===== config.mk =====
export PLATFORM = sky130hd
export DESIGN_NAME = uart_rx_fifo
export DESIGN_NICKNAME = d
export VERILOG_FILES = /design/src/rtl/uart_rx_fifo.sv
export SDC_FILE = /design/constraint.sdc
export NUM_CORES = 1
export LEC_CHECK = 0
export ABC_CLOCK_PERIOD_IN_PS = 5300
export CAP_MARGIN = 20
export CORE_MARGIN = 1
export CORE_UTILIZATION = 55
export CTS_CLUSTER_SIZE = 14
export DETAILED_ROUTE_END_ITERATION = 8
export DONT_BUFFER_PORTS = 1
export PLACE_DENSITY = 0.7
export SLEW_MARGIN = 20
export SYNTH_ARGS = -nofsm -noshare
export SYNTH_HDL_FRONTEND = slang
export SYNTH_SLANG_ARGS = --single-unit

===== constraint.sdc =====
create_clock -name clk -period 5.3 [get_ports clk]
set_input_delay 1.06 -clock clk [delete_from_list [all_inputs] [get_ports clk]]
set_output_delay 1.06 -clock clk [all_outputs]
set_load 0.005 [all_outputs]

===== src/rtl/uart_rx_fifo.sv =====
// uart_rx_fifo: configurable-format serial receiver with 3-sample majority
// voting, start-glitch rejection, per-frame parity/framing flags and a
// first-word-fall-through output FIFO with a valid/ready handshake.
module uart_rx_fifo #(
  parameter int DIVISOR    = 868,
  parameter int DATA_BITS  = 8,
  parameter int PARITY     = 0,
  parameter int STOP_BITS  = 1,
  parameter int FIFO_DEPTH = 4
) (
  input  logic                          clk,
  input  logic                          rst_n_in,
  input  logic                          line_in,
  output logic [DATA_BITS-1:0]          data_out,
  output logic                          parity_err_out,
  output logic                          frame_err_out,
  output logic                          valid_out,
  input  logic                          ready_in,
  output logic                          overrun_out,
  output logic [$clog2(FIFO_DEPTH):0]   count_out
);

  localparam int CNT_W = $clog2(DIVISOR);
  localparam int IDX_W = $clog2(DATA_BITS);
  localparam int AW    = $clog2(FIFO_DEPTH);
  localparam int CW    = AW + 1;
  localparam int EW    = DATA_BITS + 2;

  localparam logic [CNT_W-1:0] SMP0  = CNT_W'(DIVISOR / 2 - 1);
  localparam logic [CNT_W-1:0] SMP1  = CNT_W'(DIVISOR / 2);
  localparam logic [CNT_W-1:0] SMP2  = CNT_W'(DIVISOR / 2 + 1);
  localparam logic [CNT_W-1:0] CLAST = CNT_W'(DIVISOR - 1);
  localparam logic [IDX_W-1:0] ILAST = IDX_W'(DATA_BITS - 1);
  localparam logic [CW-1:0]    FULLC = CW'(FIFO_DEPTH);
  localparam logic             LAST_STOP = (STOP_BITS == 2) ? 1'b1 : 1'b0;

  typedef enum logic [2:0] {
    S_IDLE, S_START, S_DATA, S_PARITY, S_STOP, S_PUSH
  } state_t;

  logic                 rst_n_sync;
  logic [1:0]           rst_sync_q;
  logic [1:0]           sync_q;
  logic                 ls;
  logic                 ls_last_q;
  logic                 smp0_q, smp1_q;
  logic                 maj;
  logic                 at_mid, at_wrap;

  state_t               state_q, state_d;
  logic [CNT_W-1:0]     cnt_q, cnt_d;
  logic [IDX_W-1:0]     idx_q, idx_d;
  logic                 stop_q, stop_d;
  logic [DATA_BITS-1:0] shift_q, shift_d;
  logic                 perr_q, perr_d;
  logic                 ferr_q, ferr_d;
  logic                 push;

  logic [EW-1:0]        mem_q [FIFO_DEPTH];
  logic [AW-1:0]        wr_q, rd_q;
  logic [CW-1:0]        count_q, count_d;
  logic [EW-1:0]        last_q;
  logic                 ovr_q;
  logic                 pop, full, wr_en;
  logic [EW-1:0]        head;

  // Reset: asserts asynchronously, releases two clocks after rst_n_in rises.
  always_ff @(posedge clk or negedge rst_n_in) begin
    if (!rst_n_in) rst_sync_q <= 2'b00;
    else           rst_sync_q <= {rst_sync_q[0], 1'b1};
  end
  assign rst_n_sync = rst_sync_q[1];

  // Line synchroniser and edge history; preset high so reset never looks like a start bit.
  always_ff @(posedge clk or negedge rst_n_sync) begin
    if (!rst_n_sync) begin
      sync_q    <= 2'b11;
      ls_last_q <= 1'b1;
      smp0_q    <= 1'b1;
      smp1_q    <= 1'b1;
    end else begin
      sync_q    <= {sync_q[0], line_in};
      ls_last_q <= sync_q[1];
      if (cnt_q == SMP0) smp0_q <= sync_q[1];
      if (cnt_q == SMP1) smp1_q <= sync_q[1];
    end
  end

  assign ls      = sync_q[1];
  assign maj     = (smp0_q & smp1_q) | (smp0_q & ls) | (smp1_q & ls);
  assign at_mid  = (cnt_q == SMP2);
  assign at_wrap = (cnt_q == CLAST);

  // Receiver FSM state and frame-assembly registers.
  always_ff @(posedge clk or negedge rst_n_sync) begin
    if (!rst_n_sync) begin
      state_q <= S_IDLE;
      cnt_q   <= '0;
      idx_q   <= '0;
      stop_q  <= 1'b0;
      shift_q <= '0;
      perr_q  <= 1'b0;
      ferr_q  <= 1'b0;
    end else begin
      state_q <= state_d;
      cnt_q   <= cnt_d;
      idx_q   <= idx_d;
      stop_q  <= stop_d;
      shift_q <= shift_d;
      perr_q  <= perr_d;
      ferr_q  <= ferr_d;
    end
  end

  // Next-state logic: bit timing, majority sampling and frame-error detection.
  always_comb begin
    state_d = state_q;
    cnt_d   = cnt_q;
    idx_d   = idx_q;
    stop_d  = stop_q;
    shift_d = shift_q;
    perr_d  = perr_q;
    ferr_d  = ferr_q;
    push    = 1'b0;
    if (state_q != S_IDLE && state_q != S_PUSH) begin
      cnt_d = at_wrap ? '0 : cnt_q + 1'b1;
    end
    case (state_q)
      S_IDLE: begin
        // Only a high-to-low transition starts a frame, so a held-low
        // line (break) produces a single frame and then waits.
        if (ls_last_q && !ls) begin
          state_d = S_START;
          cnt_d   = '0;
          shift_d = '0;
          perr_d  = 1'b0;
          ferr_d  = 1'b0;
        end
      end
      S_START: begin
        if (at_mid && maj) begin
          state_d = S_IDLE;
        end else if (at_wrap) begin
          state_d = S_DATA;
          idx_d   = '0;
        end
      end
      S_DATA: begin
        if (at_mid) shift_d[idx_q] = maj;
        if (at_wrap) begin
          if (idx_q == ILAST) begin
            state_d = (PARITY != 0) ? S_PARITY : S_STOP;
            stop_d  = 1'b0;
          end else begin
            idx_d = idx_q + 1'b1;
          end
        end
      end
      S_PARITY: begin
        if (at_mid) begin
          perr_d = (PARITY == 1) ? ~((^shift_q) ^ maj) : ((^shift_q) ^ maj);
        end
        if (at_wrap) begin
          state_d = S_STOP;
          stop_d  = 1'b0;
        end
      end
      S_STOP: begin
        // The last stop bit hands off to PUSH right after its third sample.
        if (at_mid) begin
          if (!maj) ferr_d = 1'b1;
          if (stop_q == LAST_STOP) state_d = S_PUSH;
        end
        if (at_wrap) stop_d = 1'b1;
      end
      S_PUSH: begin
        push    = 1'b1;
        state_d = S_IDLE;
      end
      default: state_d = S_IDLE;
    endcase
  end

  assign valid_out = (count_q != '0);
  assign pop       = valid_out & ready_in;
  assign full      = (count_q == FULLC);
  assign wr_en     = push & (~full | pop);

  // FIFO storage; contents are qualified by count, so no reset is needed.
  always_ff @(posedge clk) begin
    if (wr_en) mem_q[wr_q] <= {shift_q, perr_q, ferr_q};
  end

  // FIFO occupancy update for push, pop or both.
  always_comb begin
    count_d = count_q;
    if (wr_en && !pop)      count_d = count_q + 1'b1;
    else if (!wr_en && pop) count_d = count_q - 1'b1;
  end

  // FIFO pointers, count, overrun pulse and the hold-last-popped register.
  always_ff @(posedge clk or negedge rst_n_sync) begin
    if (!rst_n_sync) begin
      wr_q    <= '0;
      rd_q    <= '0;
      count_q <= '0;
      last_q  <= '0;
      ovr_q   <= 1'b0;
    end else begin
      count_q <= count_d;
      ovr_q   <= push & full & ~pop;
      if (wr_en) wr_q <= wr_q + 1'b1;
      if (pop) begin
        rd_q   <= rd_q + 1'b1;
        last_q <= mem_q[rd_q];
      end
    end
  end

  // When empty, the outputs keep showing the most recently popped entry.
  assign head           = valid_out ? mem_q[rd_q] : last_q;
  assign data_out       = head[EW-1:2];
  assign parity_err_out = head[1];
  assign frame_err_out  = head[0];
  assign overrun_out    = ovr_q;
  assign count_out      = count_q;

endmodule


# Word level (Yosys, flattened, before mapping)
# Memory sizes are Yosys's and may differ from the RTL's.
# Index checks and enable logic that the tools add are counted.
# op_classes
order_cmp,2
eq_ne,26
n_reduce_logical,25
mux,41
n_bitwise,13
add_sub_neg,6
# op_table
operator,count
$mux 10,5
$mux 3,14
$eq 10x9->1 const B,3
$ne 2x2->1 const B,13
$mux 8,2
$pmux 8 s2,1
$pmux 3 s5,1
$eq 3x3->1 const B,4
$mux 1,12
$add 10x1->10 const B,1
$eq 10x10->1 const B,1
$reduce_and 5->1,2
$reduce_bool 2->1,5
$reduce_bool 3->1,3
$bwmux 8,1
$reduce_xor 8->1,1
$and 1x1->1,7
$reduce_and 7->1,1
$add 3x1->3 const B,2
$eq 3x2->1 const B,2
$logic_and 1x1->1,6
$ne 3x3->1 const B,2
$pmux 3 s2,1
$reduce_and 3->1,2
14 further kinds,21
# word_totals
output_inout_bits,15
ramBits,40
inputBits,4
mem_count,1
elab_cells,131
reg_bits,52
# mem_list
name,depth,width,rd,rd_clocked_by_memory_dff,wr,line_no,rtl
mem_q,4,10,1,0,1,59,logic [EW-1:0] mem_q [FIFO_DEPTH];

# Depth between registers and ports, before layout
# logic_depth
depth_word,8
depth_mapped,10
ltp_nobuf,8

# Least setup slack after synthesis
# OpenSTA, ideal clock, no wires.
# synth_path
path_kind,input to register
startpoint,in ready_in
endpoint,reg count_q[1] (netlist: count_out[1])
cell_stages,6
slack_ns,2.711
setup_ns,0.125
arrival_time_ns,2.465
path_buffers,0
path_cell_list,nor4b_1 -> nor3_2 -> ha_1 -> inv_1 -> fa_1 -> mux2_2
# synth_between
elab_cells_between_ends,9
classes_between,mux (1); bitwise (3); reduce/logical (5)
# synth_lines
element,line_no,rtl
"start, declared",18,"input logic ready_in,"
$and 1x1->1,185,assign pop = valid_out & ready_in;
$or 1x1->1,187,assign wr_en = push & (~full | pop);
$and 1x1->1,187,
named net wr_en,64,"logic pop, full, wr_en;"
$logic_and 1x1->1,197,if (wr_en && !pop) count_d = count_q + 1'b1;
$mux 3,197,
named net count_d[1],61,"logic [CW-1:0] count_q, count_d;"
"end signal, assigned",210,count_q <= count_d;
"end, declared",61,
# The timed path passes the listed nets, and every way through them passes these cells.
# A chain may end at the register's enable or synchronous reset.

# Final worst setup path
# layout_path
startpoint,reg rd_q[0]
endpoint,out frame_err_out
# layout_between
elab_chain_len,2
# layout_rtl
element,line_no,rtl
"start, declared",60,"logic [AW-1:0] wr_q, rd_q;"
"start signal, assigned",214,rd_q <= rd_q + 1'b1;
$mem_v2 4x10,--,
$mux 10,221,assign head = valid_out ? mem_q[rd_q] : last_q;
"end, declared",16,"output logic frame_err_out,"
# Every way passes these cells.

==> summary.txt <==
=====================================================================================================
Outcome ................................................................................ complete, no violations
Synth Cell Area ........................................................................     4270 um2
Register area share after synthesis ....................................................        0.588
Placed cell count ......................................................................          395
Synth async-reset ratio ................................................................        0.565
Number of violations reported at the end of detailed-routing iteration 0 ...............          132
Maximum number of pins on one net before global-route repair ...........................           51
Synthesized area per cell ..............................................................     13.8 um2
Time the final worst path needs with I/O delays and setup ..............................      3.10 ns
Clock-pin slew reported for the worst setup and hold paths after clock tree synthesis ..      0.10 ns
Count of warnings emitted by yosys .....................................................            0
Synthesized net count ..................................................................          325
Share of total power consumed by net switching .........................................        0.293
Compound-Gate Fraction of Synth Area ...................................................       0.0745
Clock Tree Buf Depth ...................................................................            2
Post-synthesis cell count ..............................................................          310
Die width ..............................................................................      90.1 um
Diodes inserted ........................................................................            0
Global-route track usage on met1 .......................................................        0.243
Critical Path Start Type ...............................................................    flip-flop
Dominant combinational cell family by area after synthesis ............................. multiplexers
Number of enable flip-flop cells after synthesis .......................................           40
GPL Wtd Cong ...........................................................................        0.830
Critical path endpoint category ........................................................   output pin
Total negative slack for setup checks ..................................................         0 ns
Multiplexer share of the synthesized area ..............................................        0.119
Hold Vio Cnt, Final ....................................................................            0
Met2 usage in global routing ...........................................................        0.305
Total power per unit cell area .........................................................   393 nW/um2
Type of the setup path with the least slack ............................................ flip-flop to output pin
Max cap viols ..........................................................................            0
Drt pass-1 iters .......................................................................            4
Overall fraction of global-route tracks in use .........................................        0.186
Post-layout instance count excluding filler cells ......................................          411
Count of buffers added by post-CTS timing repair for setup .............................            0
Post-synthesis cell type count .........................................................           55
Std cell rows ..........................................................................           31
Worst Max-Slew Pin Slew ................................................................     0.652 ns
CTS root buffer ........................................................................ sky130_fd_sc_hd__clkbuf_8
Worst setup slack for register-to-register paths .......................................      2.48 ns
Internal power .........................................................................      1260 uW
Share of layout cells above drive strength 1 ...........................................        0.218
Leading area contributor after synthesis ............................................... sky130_fd_sc_hd__edfxtp_1
Fillcell total .........................................................................          579
Top-level port count ...................................................................           19
TritonCTS Buffers ......................................................................            9
Required time at the endpoint of the critical path .....................................      4.24 ns
NetSw ..................................................................................       523 uW
Worst-path fanout max ..................................................................           12
Leakage component of the power .........................................................   0.00181 uW
Max-slew violation total from the final report .........................................            0
Power share of the sequential group ....................................................        0.522
Clock tree sinks .......................................................................           92
TritonCTS clock tree ...................................................................         done
Normalized max-slew margin .............................................................        0.565
HPWL reported at the end of detailed placement .........................................      4.66 mm
Achievable Freq ........................................................................      322 MHz
Crit path DAT ..........................................................................      2.04 ns
RSZ-0062 raised after global routing ...................................................           no
Skew final .............................................................................    0.0135 ns
Ys flop type ........................................................................... sky130_fd_sc_hd__dfrtp_1
Total wire length ......................................................................      6.82 mm
Met3 Usage GRT .........................................................................       0.0601
Via density per instance ...............................................................         5.60
Via count of the first global-routing pass .............................................         2328
Total of cells resized after clock tree synthesis ......................................            0
Post-route ant nets ....................................................................            0
Simple-gate portion of the synthesized area ............................................        0.101
Post-layout net count ..................................................................          322
Most used routing layer ................................................................         met2
Peak supply drop .......................................................................     0.248 mV
Initial antenna violation count ........................................................            0
Combinational cell fraction of total power .............................................        0.199
Placeable core region ..................................................................     7370 um2
Total setup violations reported at the end of the flow .................................            0
Port Buffers ...........................................................................            0
Clock network fraction of design power .................................................        0.279
Die height .............................................................................      90.1 um
Detailed-route DRC error count .........................................................            0
Global-route wire length before repair .................................................      11.8 mm
Initial Utilization ....................................................................        0.579
Cells taking the most area after synthesis ............................................. sky130_fd_sc_hd__edfxtp_1 (28%), sky130_fd_sc_hd__dfrtp_1 (28%), sky130_fd_sc_hd__mux2_2 (6.3%), sky130_fd_sc_hd__mux4_2 (5.3%), sky130_fd_sc_hd__dfstp_2 (3.1%)
Path type of the worst min-delay path .................................................. flip-flop to flip-flop
Register bit count reported by yosys ...................................................           92
Fraction of synthesized cell area in xor and xnor cells ................................       0.0519
Layout-stage area growth over the synthesis result .....................................        6.28%
# H-tree levels ........................................................................            3
Routed via count .......................................................................         2301
GRT Residual Overflow ..................................................................            0
CTS Hold Buffers Added .................................................................            0
Latest clock arrival within the worst-skew pair ........................................      0.36 ns
Tcrit/Tclk final .......................................................................        0.585
Post-synthesis share of cell area spent on full adders, half adders and majority gates .       0.0364
Yosys top cell area share ..............................................................        0.282
Die outline area .......................................................................     8110 um2
Routed wire per std cell ...............................................................      16.6 um
=====================================================================================================
==> layout make-up <==
cell class / instances / area [um2] / share of cell area
sequential: 92 / 2510 / 0.554
inverter: 12 / 45.0 / 0.00994
multi-input combinational: 192 / 1640 / 0.361
tap: 99 / 124 / 0.0273
clock inverter: 7 / 91.3 / 0.0201
clock buffer: 9 / 124 / 0.0273
==> metal layers <==
| metal | vias to the layer above | share of wire |
|---|---|---|
| met1 | 1125 | 0.45 |
| met3 | 4 | 0.039 |
| met5 | - | 0 |
| met2 | 42 | 0.50 |
| li1 | 1130 | - |
| met4 | 0 | 0.0082 |
==> through the flow <==
step            util  hold WS, ns  power, uW  instance area [um2]  setup slack (ns)
2_1_floorplan      -        0.331       1240                 4270              2.71
3_3_place_gp   0.586        0.339       1290                 4320              2.40
3_5_place_dp   0.586        0.340       1310                 4320              2.36
4_1_cts        0.615        0.360       1810                 4530              2.14
5_1_grt        0.615        0.349       1890                 4530              2.07
6_report       0.615        0.360       1780                 4530              2.20
==> cell usage after synthesis (2+ instances only) <==
master,instances
sky130_fd_sc_hd__nand3_1,6
sky130_fd_sc_hd__and4bb_2,3
sky130_fd_sc_hd__nor2_1,17
sky130_fd_sc_hd__mux4_2,10
sky130_fd_sc_hd__edfxtp_1,40
sky130_fd_sc_hd__nor2b_1,2
sky130_fd_sc_hd__o22ai_1,6
sky130_fd_sc_hd__nand2b_1,2
sky130_fd_sc_hd__buf_6,2
sky130_fd_sc_hd__buf_2,5
sky130_fd_sc_hd__dfrtp_1,47
sky130_fd_sc_hd__nor3b_1,2
sky130_fd_sc_hd__ha_1,10
sky130_fd_sc_hd__nor3b_2,2
sky130_fd_sc_hd__nor3_1,4
sky130_fd_sc_hd__and2_1,6
sky130_fd_sc_hd__nand4_1,4
sky130_fd_sc_hd__mux2_2,24
sky130_fd_sc_hd__a22o_1,5
sky130_fd_sc_hd__or3_1,3
sky130_fd_sc_hd__clkbuf_1,6
sky130_fd_sc_hd__a31oi_1,2
sky130_fd_sc_hd__xor2_1,4
sky130_fd_sc_hd__and3_1,3
sky130_fd_sc_hd__xnor2_1,15
sky130_fd_sc_hd__dfstp_2,5
sky130_fd_sc_hd__inv_1,12
sky130_fd_sc_hd__o21ai_0,12
sky130_fd_sc_hd__a21oi_1,13
sky130_fd_sc_hd__nand2_1,12
sky130_fd_sc_hd__and4_1,2
==> power groups by stage <==
stage               clock network [uW]  registers (uW)  logic, uW
finish                             497             930        355
global route                       540             948        397
floorplan                            0             886        357
CTS                                513             934        361
global placement                     0             946        348
detailed placement                   0             949        357
==> registers in the layout, indices dropped and copies added, names as in the netlist <==
| register | cells |
|---|---|
| idx_q | 3 |
| rst_sync_q | 2 |
| overrun_out | 1 |
| smp1_q | 1 |
| count_out | 3 |
| ferr_q | 1 |
| sync_q | 2 |
| cnt_q | 10 |
| ls_last_q | 1 |
| shift_q | 8 |
| mem_q | 40 |
| wr_q | 2 |
| state_q | 3 |
| smp0_q | 1 |
| last_q | 10 |
| perr_q | 1 |
| rd_q | 2 |
| stop_q | 1 |
==> worst paths after layout <==
check,endpoint,start,cells after the start
min in group asynchronous,idx_q[1],rst_sync_q[1],0
min,sync_q[1],sync_q[0],0
min reg2reg,sync_q[1],sync_q[0],0
max,frame_err_out,rd_q[0],2
max in group asynchronous,cnt_q[1],rst_sync_q[1],0
max reg2reg,count_out[2],count_out[1],8
==> worst max-delay path, cell delays in order, from the launching register on <==
cell and delay [ns]:
sky130_fd_sc_hd__dfrtp_1 0.78, sky130_fd_sc_hd__mux4_2 0.61, sky130_fd_sc_hd__mux2_2 0.29
==> layout by cell type, fill, tap and decap left out, types with 10 or more instances in the layout <==
cell,Yosys,final
sky130_fd_sc_hd__a21oi_1,13,13
sky130_fd_sc_hd__dfrtp_1,47,46
sky130_fd_sc_hd__edfxtp_1,40,40
sky130_fd_sc_hd__ha_1,10,10
sky130_fd_sc_hd__inv_1,12,12
sky130_fd_sc_hd__mux2_2,24,24
sky130_fd_sc_hd__mux4_2,10,10
sky130_fd_sc_hd__nand2_1,12,12
sky130_fd_sc_hd__nor2_1,17,17
sky130_fd_sc_hd__o21ai_0,12,12
sky130_fd_sc_hd__xnor2_1,15,15
==> logic make-up after synthesis <==
family | after synthesis
other cells | 1
simple gates | 74
mux | 35
flops | 92
buf+inv | 26
compound gates | 48
xor+xnor | 22
fa+ha+maj | 12
No activity file was read; power rests on OpenSTA's default activity.
